**src/rtl/ram_arb_pkg.sv**
```systemverilog
// ram_arb_pkg: shared state type, requester IDs and default widths for ram_arbiter_2x.
package ram_arb_pkg;
  typedef enum logic {IDLE, ISSUE} state_t;
  localparam logic REQ_FETCH = 1'b0;
  localparam logic REQ_DATA  = 1'b1;
  localparam int DEF_ADDR_W = 10;
  localparam int DEF_DATA_W = 16;
endpackage

```
**src/rtl/ram_arb_grant.sv**
```systemverilog
// ram_arb_grant: one-hot grant picker; on a tie the requester that was not granted last wins.
// A pointer held at REQ_FETCH gives fixed priority to the data requester.
module ram_arb_grant
  import ram_arb_pkg::*;
(
  input  logic       i_valid0,
  input  logic       i_valid1,
  input  logic       i_rr_ptr,
  input  logic       i_idle,
  output logic [1:0] o_grant
);
  assign o_grant[1] = i_idle && i_valid1 && (!i_valid0 || i_rr_ptr == REQ_FETCH);
  assign o_grant[0] = i_idle && i_valid0 && !o_grant[1];
endmodule

```
**src/rtl/ram_arbiter_2x.sv**
```systemverilog
// ram_arbiter_2x: shares one single-port RAM between fetch (r0) and load/store (r1).
// RAM_ARB_RR_EN selects round-robin arbitration; otherwise the data requester has fixed priority.
module ram_arbiter_2x
  import ram_arb_pkg::*;
#(
  parameter int ADDR_W = DEF_ADDR_W,
  parameter int DATA_W = DEF_DATA_W
) (
  input  logic              clk,
  input  logic              rst_n,
  input  logic              r0_req_valid,
  output logic              r0_req_ready,
  input  logic              r0_we,
  input  logic [ADDR_W-1:0] r0_addr,
  input  logic [DATA_W-1:0] r0_wdata,
  output logic              r0_rsp_valid,
  output logic [DATA_W-1:0] r0_rsp_data,
  input  logic              r1_req_valid,
  output logic              r1_req_ready,
  input  logic              r1_we,
  input  logic [ADDR_W-1:0] r1_addr,
  input  logic [DATA_W-1:0] r1_wdata,
  output logic              r1_rsp_valid,
  output logic [DATA_W-1:0] r1_rsp_data,
  output logic              ram_read_en,
  output logic              ram_write_en,
  output logic [ADDR_W-1:0] ram_addr,
  output logic [DATA_W-1:0] ram_din,
  input  logic [DATA_W-1:0] ram_dout
);
  state_t            r_state;
  logic              r_tag;
  logic              w_rr_ptr;
  logic              w_acc;
  logic              w_we;
  logic [1:0]        w_grant;
  logic [ADDR_W-1:0] w_addr;
  logic [DATA_W-1:0] w_wdata;

  // Readies are gated by reset so nothing looks accepted while rst_n is low.
  ram_arb_grant u_grant (
    .i_valid0 (r0_req_valid),
    .i_valid1 (r1_req_valid),
    .i_rr_ptr (w_rr_ptr),
    .i_idle   (r_state == IDLE && rst_n),
    .o_grant  (w_grant)
  );

  assign r0_req_ready = w_grant[0];
  assign r1_req_ready = w_grant[1];
  assign w_acc        = |w_grant;
  assign w_we         = w_grant[1] ? r1_we    : r0_we;
  assign w_addr       = w_grant[1] ? r1_addr  : r0_addr;
  assign w_wdata      = w_grant[1] ? r1_wdata : r0_wdata;
  assign r0_rsp_data  = ram_dout;
  assign r1_rsp_data  = ram_dout;

`ifdef RAM_ARB_RR_EN
  logic r_rr_ptr;
  always_ff @(posedge clk or negedge rst_n)
    if (!rst_n) r_rr_ptr <= REQ_FETCH;
    else if (w_acc) r_rr_ptr <= w_grant[1];
  assign w_rr_ptr = r_rr_ptr;
`else
  assign w_rr_ptr = REQ_FETCH;
`endif

  always_ff @(posedge clk or negedge rst_n)
    if (!rst_n) begin
      r_state      <= IDLE;
      r_tag        <= REQ_FETCH;
      ram_read_en  <= 1'b0;
      ram_write_en <= 1'b0;
      ram_addr     <= '0;
      ram_din      <= '0;
      r0_rsp_valid <= 1'b0;
      r1_rsp_valid <= 1'b0;
    end else if (r_state == ISSUE) begin
      r_state      <= IDLE;
      ram_read_en  <= 1'b0;
      ram_write_en <= 1'b0;
      r0_rsp_valid <= ram_read_en && r_tag == REQ_FETCH;
      r1_rsp_valid <= ram_read_en && r_tag == REQ_DATA;
    end else begin
      r0_rsp_valid <= 1'b0;
      r1_rsp_valid <= 1'b0;
      if (w_acc) begin
        r_state      <= ISSUE;
        r_tag        <= w_grant[1];
        ram_read_en  <= !w_we;
        ram_write_en <= w_we;
        ram_addr     <= w_addr;
        ram_din      <= w_wdata;
      end
    end
endmodule

```
**config.mk**
```make
export PLATFORM = sky130hd
export DESIGN_NAME = ram_arbiter_2x
export DESIGN_NICKNAME = d
export VERILOG_FILES = /design/src/rtl/ram_arb_pkg.sv /design/src/rtl/ram_arb_grant.sv /design/src/rtl/ram_arbiter_2x.sv
export SDC_FILE = /design/constraint.sdc
export NUM_CORES = 1
export LEC_CHECK = 0
export ABC_AREA = 1
export CORE_MARGIN = 1
export CORE_UTILIZATION = 37
export DETAILED_ROUTE_END_ITERATION = 8
export PLACE_DENSITY = 0.86
export SETUP_SLACK_MARGIN = 0.2
export SYNTH_ARGS = -nofsm -noshare
export SYNTH_HDL_FRONTEND = slang
export SYNTH_HIERARCHICAL = 1
export SYNTH_SLANG_ARGS = --single-unit
```
**constraint.sdc**
```tcl
create_clock -name clk -period 2.7 [get_ports clk]
set_clock_uncertainty 0.15 [all_clocks]
set_input_delay 0.405 -clock clk [delete_from_list [all_inputs] [get_ports clk]]
set_output_delay 0.405 -clock clk [all_outputs]
set_load 0.1 [all_outputs]
```
==> flow_summary.toml, run 1 <==
[global_routing]
track_usage_pct = 17.0
grt_pass1_wl_um = 7040
antenna_found_initial = 0
grt_start_max_net_pins = 33
grt_overflow = 0
grt_pass1_vias = 1596

[sta]
max_freq_mhz = 445
fin_crit_sh_pct = 83.3
fin_ws_ns = 0.451
setup-tns-final_ns = 0
rsz0062_at_grt = "no"
hold_ws_ns = 0.0176
slew_viol_final = 0
hold_violations = 0
period_minus_slack_ns = 2.25
setup_viol = 0
slew_headroom_pct = 50.8
worst_pin_slew_ns = 0.735

[layout]
filler_cell_count = 465
area_growth_pct = 38.3
antennaDiodeCount = 0
layout-drive-gt1-share_pct = 16.0
nNetsFinal = 398
fin_area_mm2 = 0.00263

[floorplanning]
row_count = 25
dieWidth_um = 73.6
die-area_mm2 = 0.00542
fp.dieH_um = 73.6
design.core.area_mm2 = 0.00482
start_util_pct = 39.4
pin_count = 138

[placement]
pre_cts_slack_ns = 0.411
portBuffers = 89
place_area_mm2 = 0.00252
gp_congestion = 0.762
dpl.hpwl_um = 3200

[power]
peakVddDrop_mv = 0.469
p_leak_nw = 1.42
p_per_area_mw_per_mm2 = 1000

[worst_setup_path]
crit_type = "flop to output port"
worstPathArrival_ns = 1.69
worst_path_max_delay_cell = "dfrtp_1"
cp-start-kind = "flop"
critPathBufInv = 1
required_ns = 2.14
end_kind = "output port"
crit_family = "flip-flops"
slowest_delay_ns = 0.43
path_cells = "nor2_1 -> nand2_1 -> a21oi_4 -> buf_12"
crit_fanout = 14

[yosys]
ys_warn_count = 6
synth-seq-area-share_pct = 42.2
avgSynthCellArea_um2 = 7.14
netlist_area_mm2 = 0.00190
netlist_instances = 266
synth_cell_type_count = 15
ys_ff_latch = 32

[clock_network]
cts_root_buf = "clkbuf_8"
clk_path_buf_depth = 2
clock_sinks = 32
ctsResizeCount = 0
cts_tree = "built"
htree_levels = 2
clock_latency_ns = 0.27
hold_buffers = 0
path_clk_slew_ns = 0.07
post_cts_buffers = 0
cts_buffers = 5

[drt]
drc = 0
detail-route-antenna-nets = 0
avgViaCountPerCell = 4.28
finalWirelength_um = 4330
wl_per_cell_um = 11.1
firstDrtPassIters = 4
via_count = 1679
drtIter0Drc = 64

[flow_run]
cap_violations = 0

[hold_path]
min_path_type = "input pin to asynchronous set/reset pin"

[run_status]
status = "finished clean"
[Yosys cell counts]
cell type	count	area share, %
a21oi_1	1	0.26
a21oi_2	1	0.46
buf_2	2	0.53
buf_4	35	14
buf_6	6	3.6
conb_1	1	0.20
dfrtp_1	32	42
inv_1	5	0.99
inv_2	1	0.20
nand2_1	172	34
nand2_2	2	0.66
nand3_1	2	0.53
nor2_1	3	0.59
nor2_4	2	1.2
o21ai_4	1	0.86
[sequential cells by signal (all words and copies together), names as in the netlist]
name	cells
r0_rsp_valid	1
ram_write_en	1
r_tag	1
ram_din	16
ram_addr	10
r_state	1
ram_read_en	1
r1_rsp_valid	1
[routing by layer]
| metal | wire length (um) | GRT usage (%) | share of wire, % | vias to the layer above |
|---|---|---|---|---|
| met3 | 238 | 4.25 | 5.5 | 9 |
| met2 | 2300 | 32.1 | 53 | 59 |
| li1 | - | - | - | 868 |
| met1 | 1730 | 17.9 | 40 | 743 |
| met5 | 0 | 0 | 0 | - |
| met4 | 67 | 6.62 | 1.5 | 0 |
[metrics by stage]
stage	util, %	cells	total power, mW
finish	54.5	392	2.63
global route	54.5	392	2.75
CTS	54.5	392	2.65
detailed placement	52.3	384	2.20
global placement	52.3	384	2.19
floorplan	-	267	2.07
[cell families (layout without fill, tap and decap cells)]
group	Yosys count	in the layout	share of synthesized area, %
flip-flops	32	32	42.2
AO/OA/AOI/OAI	3	3	1.58
other	1	2	0.197
buffers and inverters	49	107	19.1
AND/OR/NAND/NOR	181	181	37.0
[worst reg2reg max path, delay by kind of cell (launching register included)]
| kind | cells | cell delay [ns] |
|---|---|---|
| flip-flops | 1 | 0.43 |
| AND/OR/NAND/NOR | 6 | 0.64 |
| AO/OA/AOI/OAI | 1 | 0.42 |
| buffers and inverters | 1 | 0.33 |
[cell type report]
| cell class | instances | area (um2) | share of cell area [%] |
|---|---|---|---|
| timing repair buffer | 93 | 861 | 32.8 |
| sequential | 32 | 801 | 30.5 |
| multi-input combinational | 186 | 751 | 28.6 |
| inverter | 6 | 22.5 | 0.858 |
| clock inverter | 2 | 35.0 | 1.33 |
| tap | 67 | 83.8 | 3.19 |
| clock buffer | 6 | 72.6 | 2.76 |
[report_power, final]
group	total [mW]	switching [mW]	internal, mW
clock	0.441	0.168	0.274
sequential	0.685	0.0744	0.610
combinational	1.50	1.18	0.326
total	2.63	1.42	1.21
[worst paths after layout]
check	start	to	slack, ns	cells past startpoint
worst max-delay path	r_state	r1_req_ready	0.45	4
worst min-delay path	rst_n	r_state	0.02	2
worst max register to register	r_state	ram_addr[4]	0.62	8
worst min register to register	r_tag	r0_rsp_valid	0.31	1
max in group asynchronous	rst_n	r0_rsp_valid	2.09	2
min in group clk	r_tag	r0_rsp_valid	0.31	1
[cells in the final DEF, fill, tap and decap left out]
master             n
buf_12             2
clkinv_2           1
nand2_2            2
clkbuf_1           1
inv_2              1
clkbuf_8           5
bufinv_16          1
nor2_1             3
nand3_1            2
nand2_1          172
inv_1              5
buf_2              1
buf_4             34
dfrtp_1           32
conb_1             2
a21oi_4            1
clkdlybuf4s50_1   56
a21oi_2            1
o21ai_4            1
nor2_4             2
(Power assumes the default switching activity.)
==> run 2: changes to the inputs <==
--- a/config.mk
+++ b/config.mk
@@ -7,9 +7,9 @@
 export LEC_CHECK = 0
 export ABC_AREA = 1
 export CORE_MARGIN = 1
-export CORE_UTILIZATION = 37
+export CORE_UTILIZATION = 31
 export DETAILED_ROUTE_END_ITERATION = 8
-export PLACE_DENSITY = 0.86
+export PLACE_DENSITY = 0.76
 export SETUP_SLACK_MARGIN = 0.2
 export SYNTH_ARGS = -nofsm -noshare
 export SYNTH_HDL_FRONTEND = slang
==> constraint.sdc (replaced) <==
create_clock -name clk -period 2.02 [get_ports clk]
set_clock_uncertainty 0.15 [all_clocks]
set_input_delay 0.303 -clock clk [delete_from_list [all_inputs] [get_ports clk]]
set_output_delay 0.303 -clock clk [all_outputs]
set_load 0.1 [all_outputs]
==> run 2 against run 1 <==
- combinational power is 37% higher
- core utilization is 7.9 points lower
- first-iteration DRC count is 14% lower
- via count is 3.2% higher
- setup slack worse by 0.28 ns
- largest cell class unchanged
==> flow_summary.toml, run 2 (synthesized netlist as in run 1, its figures left out) <==
[run_status]
status = "finished clean"

[worst_setup_path]
slowest_delay_ns = 0.40
required_ns = 1.57
end_kind = "output port"
critical_path_depth = 5
crit_type = "flop to output port"
worstPathArrival_ns = 1.40
worst_path_max_delay_cell = "dfrtp_1"
worstReg2RegEnd = "ram_din[7]"
critPathBufInv = 2
rrSetupSlack_ns = 0.20
crit_fanout = 3
crit_family = "flip-flops"
cp-start-kind = "flop"
rr_worst_depth = 7
r2r_start = "r_state"
path_cells = "nor2_4 -> nand2_2 -> a21oi_4 -> buf_6 -> buf_12"

[clock_network]
cts_buffers = 5
cts_root_buf = "clkbuf_8"
clock_sinks = 32
clk_path_buf_depth = 2
path_clk_slew_ns = 0.07
cts_tree = "built"
clock_latency_ns = 0.28
htree_levels = 2

[drt]
detail-route-antenna-nets = 0
firstDrtPassIters = 4
avgViaCountPerCell = 4.23
drtIter0Drc = 55
finalWirelength_um = 4920
wl_per_cell_um = 12.0
via_count = 1733
drc = 0

[global_routing]
grt_start_max_net_pins = 33
grt_pass1_wl_um = 7390
antenna_found_initial = 0
track_usage_pct = 15.1
grt_pass1_vias = 1610
grt_overflow = 0

[layout]
utilization_pct = 46.6
layout-drive-gt1-share_pct = 19.7
instances_no_fill = 410
top_register = "ram_din"
nNetsFinal = 408
antennaDiodeCount = 0
filler_cell_count = 594
largest_reg_flops = 16
mostFrequentLayoutCell = "nand2_1"
area_growth_pct = 45.3
top_regs = "ram_din: 16 flops, ram_addr: 10 flops"
final_cell_mix = "170 x nand2_1, 56 x clkdlybuf4s50_1, 41 x buf_4, 32 x dfrtp_1, 7 x clkbuf_8"

[sta]
slew_viol_final = 0
fin_crit_sh_pct = 91.8
period_minus_slack_ns = 1.85
rsz0062_at_grt = "yes"
worst_pin_slew_ns = 0.734
setup_viol = 0
hold_violations = 0
max_freq_mhz = 540
slew_headroom_pct = 51.1

[floorplanning]
design.core.area_mm2 = 0.00592
row_count = 28
start_util_pct = 32.1
pin_count = 138
dieWidth_um = 80.3
fp.dieH_um = 80.3
die-area_mm2 = 0.00644

[power]
p_per_area_mw_per_mm2 = 1320
peakVddDrop_mv = 0.673
p_leak_nw = 1.48

[hold_path]
whs_path_depth = 1
min_from = "r_tag"
min_path_type = "flop to flop"
min_to = "r0_rsp_valid"

[placement]
portBuffers = 89
gp_congestion = 0.694
dpl.hpwl_um = 3410
dp_cells = 398

[flow_run]
cap_violations = 0
## run 2: cell type report
class,instances,area (um2),share of cell area (%)
clock buffers,7,96.3,3.49
multi-input cells,187,779,28.2
flip-flops and latches,32,801,29.0
well taps,75,93.8,3.40
inverters,6,25.0,0.907
clock inverters,1,30.0,1.09
repair buffers,102,935,33.9
## run 2: how the worst max path moves through the flow
stage / start / endpoint / slack (ns)
4_1_cts: r_state / r0_req_ready / 0.17
5_1_grt: r_state / ram_din[3] / 0.11
3_5_place_dp: r1_req_valid / ram_din[9] / -0.05
6_report: r_state / r0_req_ready / 0.17
3_3_place_gp: r1_req_valid / ram_addr[8] / 0.02
2_1_floorplan: r_state / ram_read_en / -0.12
## run 2: stage by stage
stage / setup WS, ns / setup TNS [ns] / hold WS [ns] / total power [mW] / instance area (um2)
detailed placement: -0.0468 / -0.603 / 0.220 / 2.98 / 2580
floorplan: -0.120 / -2.19 / -0.143 / 2.76 / 1920
global placement: 0.0186 / 0 / 0.212 / 2.96 / 2580
finish: 0.167 / 0 / 0.308 / 3.64 / 2760
CTS: 0.168 / 0 / 0.315 / 3.67 / 2740
global route: 0.115 / 0 / 0.343 / 3.80 / 2760
## run 2: worst reg2reg max path: cells and delay by family, from the launching register on
kind                   cells  cell delay [ns]
AND/OR/NAND/NOR            4             0.46
AO/OA/AOI/OAI              2             0.67
buffers and inverters      1             0.08
flip-flops                 1             0.40
## run 2: metal layers
| layer | part of all wire, % | vias up | track usage [%] |
|---|---|---|---|
| li1 | - | 891 | - |
| met1 | 43 | 781 | 17.8 |
| met2 | 50 | 52 | 26.1 |
| met3 | 5.3 | 9 | 3.52 |
| met4 | 1.9 | 0 | 6.43 |
| met5 | 0 | - | 0 |
## run 2: where the power goes
| part | internal (mW) | switching [mW] | leakage [nW] | total (mW) |
|---|---|---|---|---|
| combinational | 0.457 | 1.59 | 1.01 | 2.05 |
| sequential | 0.816 | 0.110 | 0.404 | 0.926 |
| clock | 0.435 | 0.233 | 0.0645 | 0.668 |
## run 2: timing repair
| item | CTS | global route |
|---|---|---|
| buffers inserted | 1 | 1 |
| cloned | 0 | 1 |
| endpoints found under the setup margin | 31 | 29 |
| hold buffers | 1 | 0 |
| gates resized for setup | 6 | 2 |
| hold endpoints to repair | 32 | 0 |
| pin swaps | 2 | 1 |
